## src/rtl/alu_pipe_pkg.sv

```systemverilog
// Shared definitions for alu_pipe: op codes, FSM state codes and the registered flag bundle.
package alu_pipe_pkg;

   localparam logic [2:0] OP_AND  = 3'd0;
   localparam logic [2:0] OP_OR   = 3'd1;
   localparam logic [2:0] OP_ADD  = 3'd2;
   localparam logic [2:0] OP_MUL  = 3'd3;
   localparam logic [2:0] OP_XOR  = 3'd4;
   localparam logic [2:0] OP_SLT  = 3'd5;
   localparam logic [2:0] OP_SUB  = 3'd6;
   localparam logic [2:0] OP_SLTU = 3'd7;

   localparam logic [1:0] ST_IDLE = 2'd0;
   localparam logic [1:0] ST_BUSY = 2'd1;
   localparam logic [1:0] ST_HOLD = 2'd2;

   typedef struct packed {
      logic zero;
      logic neg;
      logic carry;
      logic ovf;
      logic err;
   } flags_t;

endpackage

```

## src/rtl/alu_pipe_mul.sv

```systemverilog
// Iterative shift-add multiplier: one partial-product step per clock, low WIDTH bits of a*b.
// done is asserted during the final step; p carries the finished product in that same cycle.
module alu_pipe_mul #(
   parameter int WIDTH = 32
) (
   input  logic             clk,
   input  logic             rst_n,
   input  logic             start,
   input  logic [WIDTH-1:0] a,
   input  logic [WIDTH-1:0] b,
   output logic             done,
   output logic [WIDTH-1:0] p
);

   localparam int CW = $clog2(WIDTH + 1);

   logic [CW-1:0]    cnt;
   logic [WIDTH-1:0] mcand_p0;
   logic [WIDTH-1:0] mplier_p0;
   logic [WIDTH-1:0] acc_p0;
   logic [WIDTH-1:0] acc_nxt;

   assign acc_nxt = acc_p0 + (mplier_p0[0] ? mcand_p0 : '0);
   assign done    = (cnt == CW'(1));
   assign p       = acc_nxt;

   always_ff @(posedge clk or negedge rst_n) begin
      if (!rst_n) begin
         cnt <= '0;
      end else if (start) begin
         cnt <= CW'(WIDTH);
      end else if (cnt != '0) begin
         cnt <= cnt - CW'(1);
      end
   end

   // Datapath needs no reset: it is reloaded on every start and only observed via done.
   always_ff @(posedge clk) begin
      if (start) begin
         mcand_p0  <= a;
         mplier_p0 <= b;
         acc_p0    <= '0;
      end else if (cnt != '0) begin
         mcand_p0  <= {mcand_p0[WIDTH-2:0], 1'b0};
         mplier_p0 <= mplier_p0 >> 1;
         acc_p0    <= acc_nxt;
      end
   end

endmodule

```

## src/rtl/alu_pipe.sv

```systemverilog
// Registered ALU with valid/ready handshake, pass-through tag and flag outputs.
// Define ALU_PIPE_MUL_EN to make op 3 an iterative multiply; otherwise op 3 is illegal.
module alu_pipe
   import alu_pipe_pkg::*;
#(
   parameter int WIDTH = 32,
   parameter int TAG_W = 4
) (
   input  logic             clk,
   input  logic             rst_n,
   input  logic             in_valid,
   output logic             in_ready,
   input  logic [WIDTH-1:0] a,
   input  logic [WIDTH-1:0] b,
   input  logic [2:0]       f,
   input  logic [TAG_W-1:0] in_tag,
   output logic             out_valid,
   input  logic             out_ready,
   output logic [WIDTH-1:0] y,
   output logic [TAG_W-1:0] out_tag,
   output logic             zero,
   output logic             neg,
   output logic             carry,
   output logic             ovf,
   output logic             err
);

   logic [1:0]              state;
   flags_t                  flg;
   flags_t                  flg_p0;
   logic [WIDTH-1:0]        res_p0;
   logic [WIDTH:0]          sum_p0;
   logic [WIDTH:0]          dif_p0;
   logic signed [WIDTH-1:0] as_p0;
   logic signed [WIDTH-1:0] bs_p0;
   logic                    accept;
   logic                    go_busy;

   assign in_ready  = (state == ST_IDLE) | ((state == ST_HOLD) & out_ready);
   assign accept    = in_valid & in_ready;
   assign out_valid = (state == ST_HOLD);

   assign zero  = flg.zero;
   assign neg   = flg.neg;
   assign carry = flg.carry;
   assign ovf   = flg.ovf;
   assign err   = flg.err;

   assign sum_p0 = {1'b0, a} + {1'b0, b};
   assign dif_p0 = {1'b0, a} - {1'b0, b};
   assign as_p0  = a;
   assign bs_p0  = b;

   always_comb begin
      res_p0 = '0;
      flg_p0 = '0;
      case (f)
         OP_AND:  res_p0 = a & b;
         OP_OR:   res_p0 = a | b;
         OP_XOR:  res_p0 = a ^ b;
         OP_ADD: begin
            res_p0       = sum_p0[WIDTH-1:0];
            flg_p0.carry = sum_p0[WIDTH];
            flg_p0.ovf   = (a[WIDTH-1] == b[WIDTH-1]) & (sum_p0[WIDTH-1] != a[WIDTH-1]);
         end
         OP_SUB: begin
            res_p0       = dif_p0[WIDTH-1:0];
            flg_p0.carry = dif_p0[WIDTH];
            flg_p0.ovf   = (a[WIDTH-1] != b[WIDTH-1]) & (dif_p0[WIDTH-1] != a[WIDTH-1]);
         end
         OP_SLT:  res_p0 = {{(WIDTH-1){1'b0}}, (as_p0 < bs_p0)};
         OP_SLTU: res_p0 = {{(WIDTH-1){1'b0}}, (a < b)};
         // The single-cycle path never produces a multiply; with the multiplier built, this is bypassed.
         OP_MUL:  flg_p0.err = 1'b1;
      endcase
      flg_p0.zero = (res_p0 == '0);
      flg_p0.neg  = res_p0[WIDTH-1];
   end

`ifdef ALU_PIPE_MUL_EN
   logic             mul_done;
   logic [WIDTH-1:0] mul_p;

   assign go_busy = (f == OP_MUL);

   alu_pipe_mul #(.WIDTH(WIDTH)) u_mul (
      .clk   (clk),
      .rst_n (rst_n),
      .start (accept & go_busy),
      .a     (a),
      .b     (b),
      .done  (mul_done),
      .p     (mul_p)
   );
`else
   assign go_busy = 1'b0;
`endif

   // Output register stage: result, flags and tag move together into HOLD.
   always_ff @(posedge clk or negedge rst_n) begin
      if (!rst_n) begin
         state   <= ST_IDLE;
         y       <= '0;
         out_tag <= '0;
         flg     <= '0;
      end else if (accept) begin
         out_tag <= in_tag;
         if (go_busy) begin
            state <= ST_BUSY;
         end else begin
            state <= ST_HOLD;
            y     <= res_p0;
            flg   <= flg_p0;
         end
      end else if ((state == ST_HOLD) & out_ready) begin
         state <= ST_IDLE;
`ifdef ALU_PIPE_MUL_EN
      end else if ((state == ST_BUSY) & mul_done) begin
         state <= ST_HOLD;
         y     <= mul_p;
         flg   <= '{zero: (mul_p == '0), neg: mul_p[WIDTH-1], carry: 1'b0, ovf: 1'b0, err: 1'b0};
`endif
      end
   end

endmodule
```

## config.mk

```make
export PLATFORM = sky130hd
export DESIGN_NAME = alu_pipe
export DESIGN_NICKNAME = d
export VERILOG_FILES = /design/src/rtl/alu_pipe_pkg.sv /design/src/rtl/alu_pipe_mul.sv /design/src/rtl/alu_pipe.sv
export SDC_FILE = /design/constraint.sdc
export NUM_CORES = 1
export LEC_CHECK = 0
export ABC_AREA = 1
export BUFFER_PORTS_ARGS = -buffer_cell sky130_fd_sc_hd__buf_2
export CAP_MARGIN = 20
export CORE_MARGIN = 4
export CORE_UTILIZATION = 40
export DETAILED_ROUTE_END_ITERATION = 8
export HOLD_SLACK_MARGIN = 0.03
export SETUP_SLACK_MARGIN = 0.3
export SLEW_MARGIN = 15
export SYNTH_ARGS = -nofsm -noshare
export SYNTH_HDL_FRONTEND = slang
export SYNTH_HIERARCHICAL = 1
export SYNTH_SLANG_ARGS = --single-unit
export TNS_END_PERCENT = 5
```

## constraint.sdc

```tcl
create_clock -name clk -period 3.1 [get_ports clk]
set_input_delay 0.31 -clock clk [delete_from_list [all_inputs] [get_ports clk]]
set_output_delay 0.31 -clock clk [all_outputs]
set_load 0.01 [all_outputs]
```

# == After elaboration in Yosys (flattened, before gate mapping) ==
# Cells that the tools add are included.
# classes
order_cmp,2
n_reduce_logical,4
n_eq_ne,12
muxes,5
add_sub_neg,2
bitwise_logic,8
# op_table
operator,n
$pmux W32 S7,1
$lt A32 B32 Y1,2
$add A32 B32 Y33,1
$sub A32 B32 Y33,1
$and A32 B32 Y32,1
$logic_not A32 Y1,1
$or A32 B32 Y32,1
$xor A32 B32 Y32,1
$eq A3 B3 Y1 const B,4
$eq A3 B2 Y1 const B,2
$and A1 B1 Y1,4
$mux W2,2
$pmux W2 S2,1
$eq A3 B1 Y1 const B,1
$logic_not A3 Y1,1
$ne A1 B1 Y1,3
$eq A2 B2 Y1 const B,1
$logic_not A2 Y1,1
$reduce_bool A2 Y1,1
$eq A1 B1 Y1,1
$mux W1,1
$or A1 B1 Y1,1
# totals
input_bits,75
register_bits,43

# == Longest topological paths before layout ==
# depth
ltp_word,5
ltp_mapped,22

# == Least setup slack after synthesis ==
# Ideal clock, no wire load.
# synth_timing
kind,input-to-reg
startpoint,in a[0]
endpoint,reg flg (netlist bit zero)
stages,20
t_arrival_ns,2.086
setup_slack_ns,0.948
path_buffers,0
cell_sequence,inv_1 ha_1 fa_1 inv_1 nand2_1 nand2_1 nand3_2 nand2_2 nand2_1 nand2_1 nand2_1 nand2_1 nand2_1 nand3_1 nand2_1 nor2_1 nand3_1 nor2_1 nand3_1 nand2_1
# synth_via
elab_chain_cells,3
elab_cells_between_ends,9
# synth_lines
element,line,text
from (decl),alu_pipe.sv:13,"input logic [WIDTH-1:0] a,"
"$sub A32 B32 Y33, or another cell as far along",alu_pipe.sv:50,"assign dif_p0 = {1'b0, a} - {1'b0, b};"
$pmux W32 S7 *,alu_pipe.sv:57,case (f)
$logic_not A32 Y1 *,alu_pipe.sv:76,flg_p0.zero = (res_p0 == '0);
to (signal assigned),alu_pipe.sv:113,flg <= flg_p0;
to (decl),alu_pipe.sv:29,flags_t flg;
# Mark *: on every way between the ends. The rest lies on a longest branch, timed or not.
# A chain may end at the register's enable or synchronous reset.

# == Final worst setup path ==
# Same ends and word-level chain as after synthesis.

==> impl_results.md <==
* Status: finished clean
* Reg-to-Reg Start: state[1]
* Post-synth EDFFs at 0
* Avg Cell Area, Syn at 5.62 um2
* Setup TNS at 0 ns
* Layout Cells excl Fill at 1877
* Critical Path Sink Type: register
* Share of total power in combinational logic at 59.1%
* Top post-synthesis cells by area: nand2_1 (21%), ha_1 (15%), dfrtp_1 (12%), inv_1 (11%), nand3_1 (9.3%)
* Hpwl dp at 28200 um
* Pwr Density at 299 nW/um2
* FF-to-FF path depth at 5
* H-tree Lvls at 2
* Clk sinks at 41
* Leak Pwr at 5.49 nW
* Crit share post-route at 84.5%
* Worst Path Max Fanout at 4
* Row count at 52
* DR iter-0 viols at 914
* Final setup vio count at 0
* RSZ-0062 raised after global routing: no
* Mapped Area at 8450 um2
* Synth top area share at 21.4%
* Worst hold path type: in2async
* Avg WL per Cell at 17.6 um
* Top cells by count, synth: nand2_1 (482), inv_1 (251), nand3_1 (157)
* DR vias/cell at 5.21
* Sw Ratio at 48.6%
* Initial Utilization at 41.2%
* Crit path time final at 2.62 ns
* Worst Path Required at 3.32 ns
* Clock Tree Buf Depth at 2
* Root buffer cell: clkbuf_16
* Die span in x at 153 um
* # IOs at 118
* Mapped Nets at 1679
* Cell variety after synth at 41
* Final hold vios at 0
* Post-synthesis sequential area ratio at 12.1%
* Cts repair resizes at 0
* Post-synthesis mux area share at 0%
* Crit start category: input port
* Fmax at 382 MHz
* Largest area contributor in the netlist: nand2_1
* Slew Limit Fails at 0
* Clock power frac at 17.3%
* Core footprint at 20500 um2
* WHS at 0.153 ns
* Area Overhead vs Synth at 11.2%
* Main combinational cell family by area after synthesis: simple AND/OR/NAND/NOR gates
* Simple-Gate Fraction of Synth Area at 45.0%
* Synth Area in XOR/XNOR at 0.104%
* Hold buffers post-CTS at 0
* Count leader, synth: nand2_1
* Clock slew at reported path FFs at 0.06 ns
* CTS tree: done
* Port Buffers at 117
* Switch Pwr at 1.36 mW
* Synth Instances at 1504
* Clock latency on the worst-skew pair at 0.28 ns
* Post-Route WL at 33100 um
* Num CTS Buffers at 5
* Synth Area in Compound Gates at 11.5%
* Yosys reg bits at 41
* Worst slew pin tran at 0.882 ns
* Die area at 23500 um2
* Arr. time, crit path at 2.84 ns
* Post-DRT Antenna Nets at 0
* Pre-Repair DR Iteration Count at 5
* Dpl cells at 1869
* Area share of fa/ha/maj cells after synthesis at 15.0%
* First-pass GRT wire length at 49800 um
* Share of post-route cells with drive strength above 1 at 16.3%
* Routability cong. at 1.08
* Final net count at 1781
* Register share of total power at 23.7%
* # DRC at 0
* Final Cell Area at 9390 um2
* Max_slew headroom at 41.2%
* All-Layer GR Usage at 26.8%
* Die Ht at 153 um
* Dpl cell area at 9240 um2
* Yosys warns at 6
* Async S/R FF share, synth at 100%
* Vias in the first global route at 8902
* Worst Setup Path Type: in2reg
* Worst Clk Skew at 0.00241 ns
* Aggregate global routing overflow at 0
* Dominant synthesized flop cell: dfrtp_1
* Post-CTS Setup Repair Bufs at 0
* Pint at 1.44 mW
* Worst reg2reg path endpoint: carry
* # diodes at 0
* Initial antenna violation count at 0
* Max-Cap Viols at 0
* Largest net degree at the start of global routing at 42
* Peak supply drop at 0.219 mV
* DR vias at 9779
* Worst R2R Setup Slack at 1.23 ns
registers in the layout (all words and copies together) (netlist names):
signal and cells:
ovf 1, carry 1, err 1, zero 1, state 1, out_tag 4
y 32
critical path, cell delays in order:
cell,delay [ns]
buf_2,0.09
inv_1,0.06
ha_1,0.27
fa_1,0.41
inv_1,0.13
nand3_1,0.15
nand3_2,0.19
nand2_1,0.09
nand2_1,0.13
nand2_2,0.10
nor2_2,0.10
nor2_2,0.05
nor2_1,0.08
nor2_1,0.06
nor2_1,0.25
nand2_1,0.09
nor2_1,0.14
nand3_1,0.09
nand2_1,0.06
cell usage in the layout, fill, tap and decap left out, types with 6 or more instances in the layout:
cell / n
nand2_1: 481
inv_1: 250
nand3_1: 157
nor2_1: 134
buf_2: 117
ha_1: 93
a21oi_1: 68
dfrtp_1: 41
o21ai_0: 32
nor2_2: 31
o22ai_1: 27
buf_4: 25
nand2_2: 23
inv_2: 22
nand4_1: 18
o21bai_1: 11
a21oi_2: 11
nor3_1: 9
o21ai_1: 6
metrics by stage:
stage                     total power [mW]  setup slack [ns]  util (%)
after floorplan                       1.75             0.948         -
after global placement                2.29             0.228      45.1
after detailed placement              2.29             0.239      45.1
after CTS                             2.79             0.525      45.7
after global routing                  3.03             0.300      45.8
final                                 2.80             0.480      45.8
worst max path at each step:
stage,start,to,slack [ns],cells after the start
2_1_floorplan,a[0],zero,0.95,20
3_3_place_gp,a[14],zero,0.23,19
3_5_place_dp,a[1],zero,0.24,18
4_1_cts,a[1],zero,0.53,18
5_1_grt,b[10],zero,0.30,19
6_report,a[0],zero,0.48,19
area by class of cell:
type	count	area (um2)
clock inverter	2	10.0
multi-input combinational	1141	6070
timing repair buffer	143	793
fill	2316	11100
sequential	41	1030
tap	270	338
clock buffer	6	129
inverter	274	1030
cells by family after synthesis:
family | count (synthesis)
and+or+nand+nor | 874
adders and majority gates | 100
AOI/OAI and AO/OA | 166
xor gates and xnor gates | 1
buffers and inverters | 322
DFF | 41
power groups by stage:
stage | logic (mW) | clock network, mW | registers [mW]
global placement | 1.62 | 0 | 0.671
CTS | 1.62 | 0.501 | 0.664
finish | 1.66 | 0.484 | 0.664
detailed placement | 1.62 | 0 | 0.673
global route | 1.83 | 0.523 | 0.676
floorplan | 1.04 | 0 | 0.712
routing by layer:
metal  GRT usage, %  part of all wire (%)
met1           40.3                    47
met2           40.7                    41
met3           3.28                   8.8
met4           6.69                   2.4
met5              0                     0
Note: power is estimated with default switching activity, not from simulation.
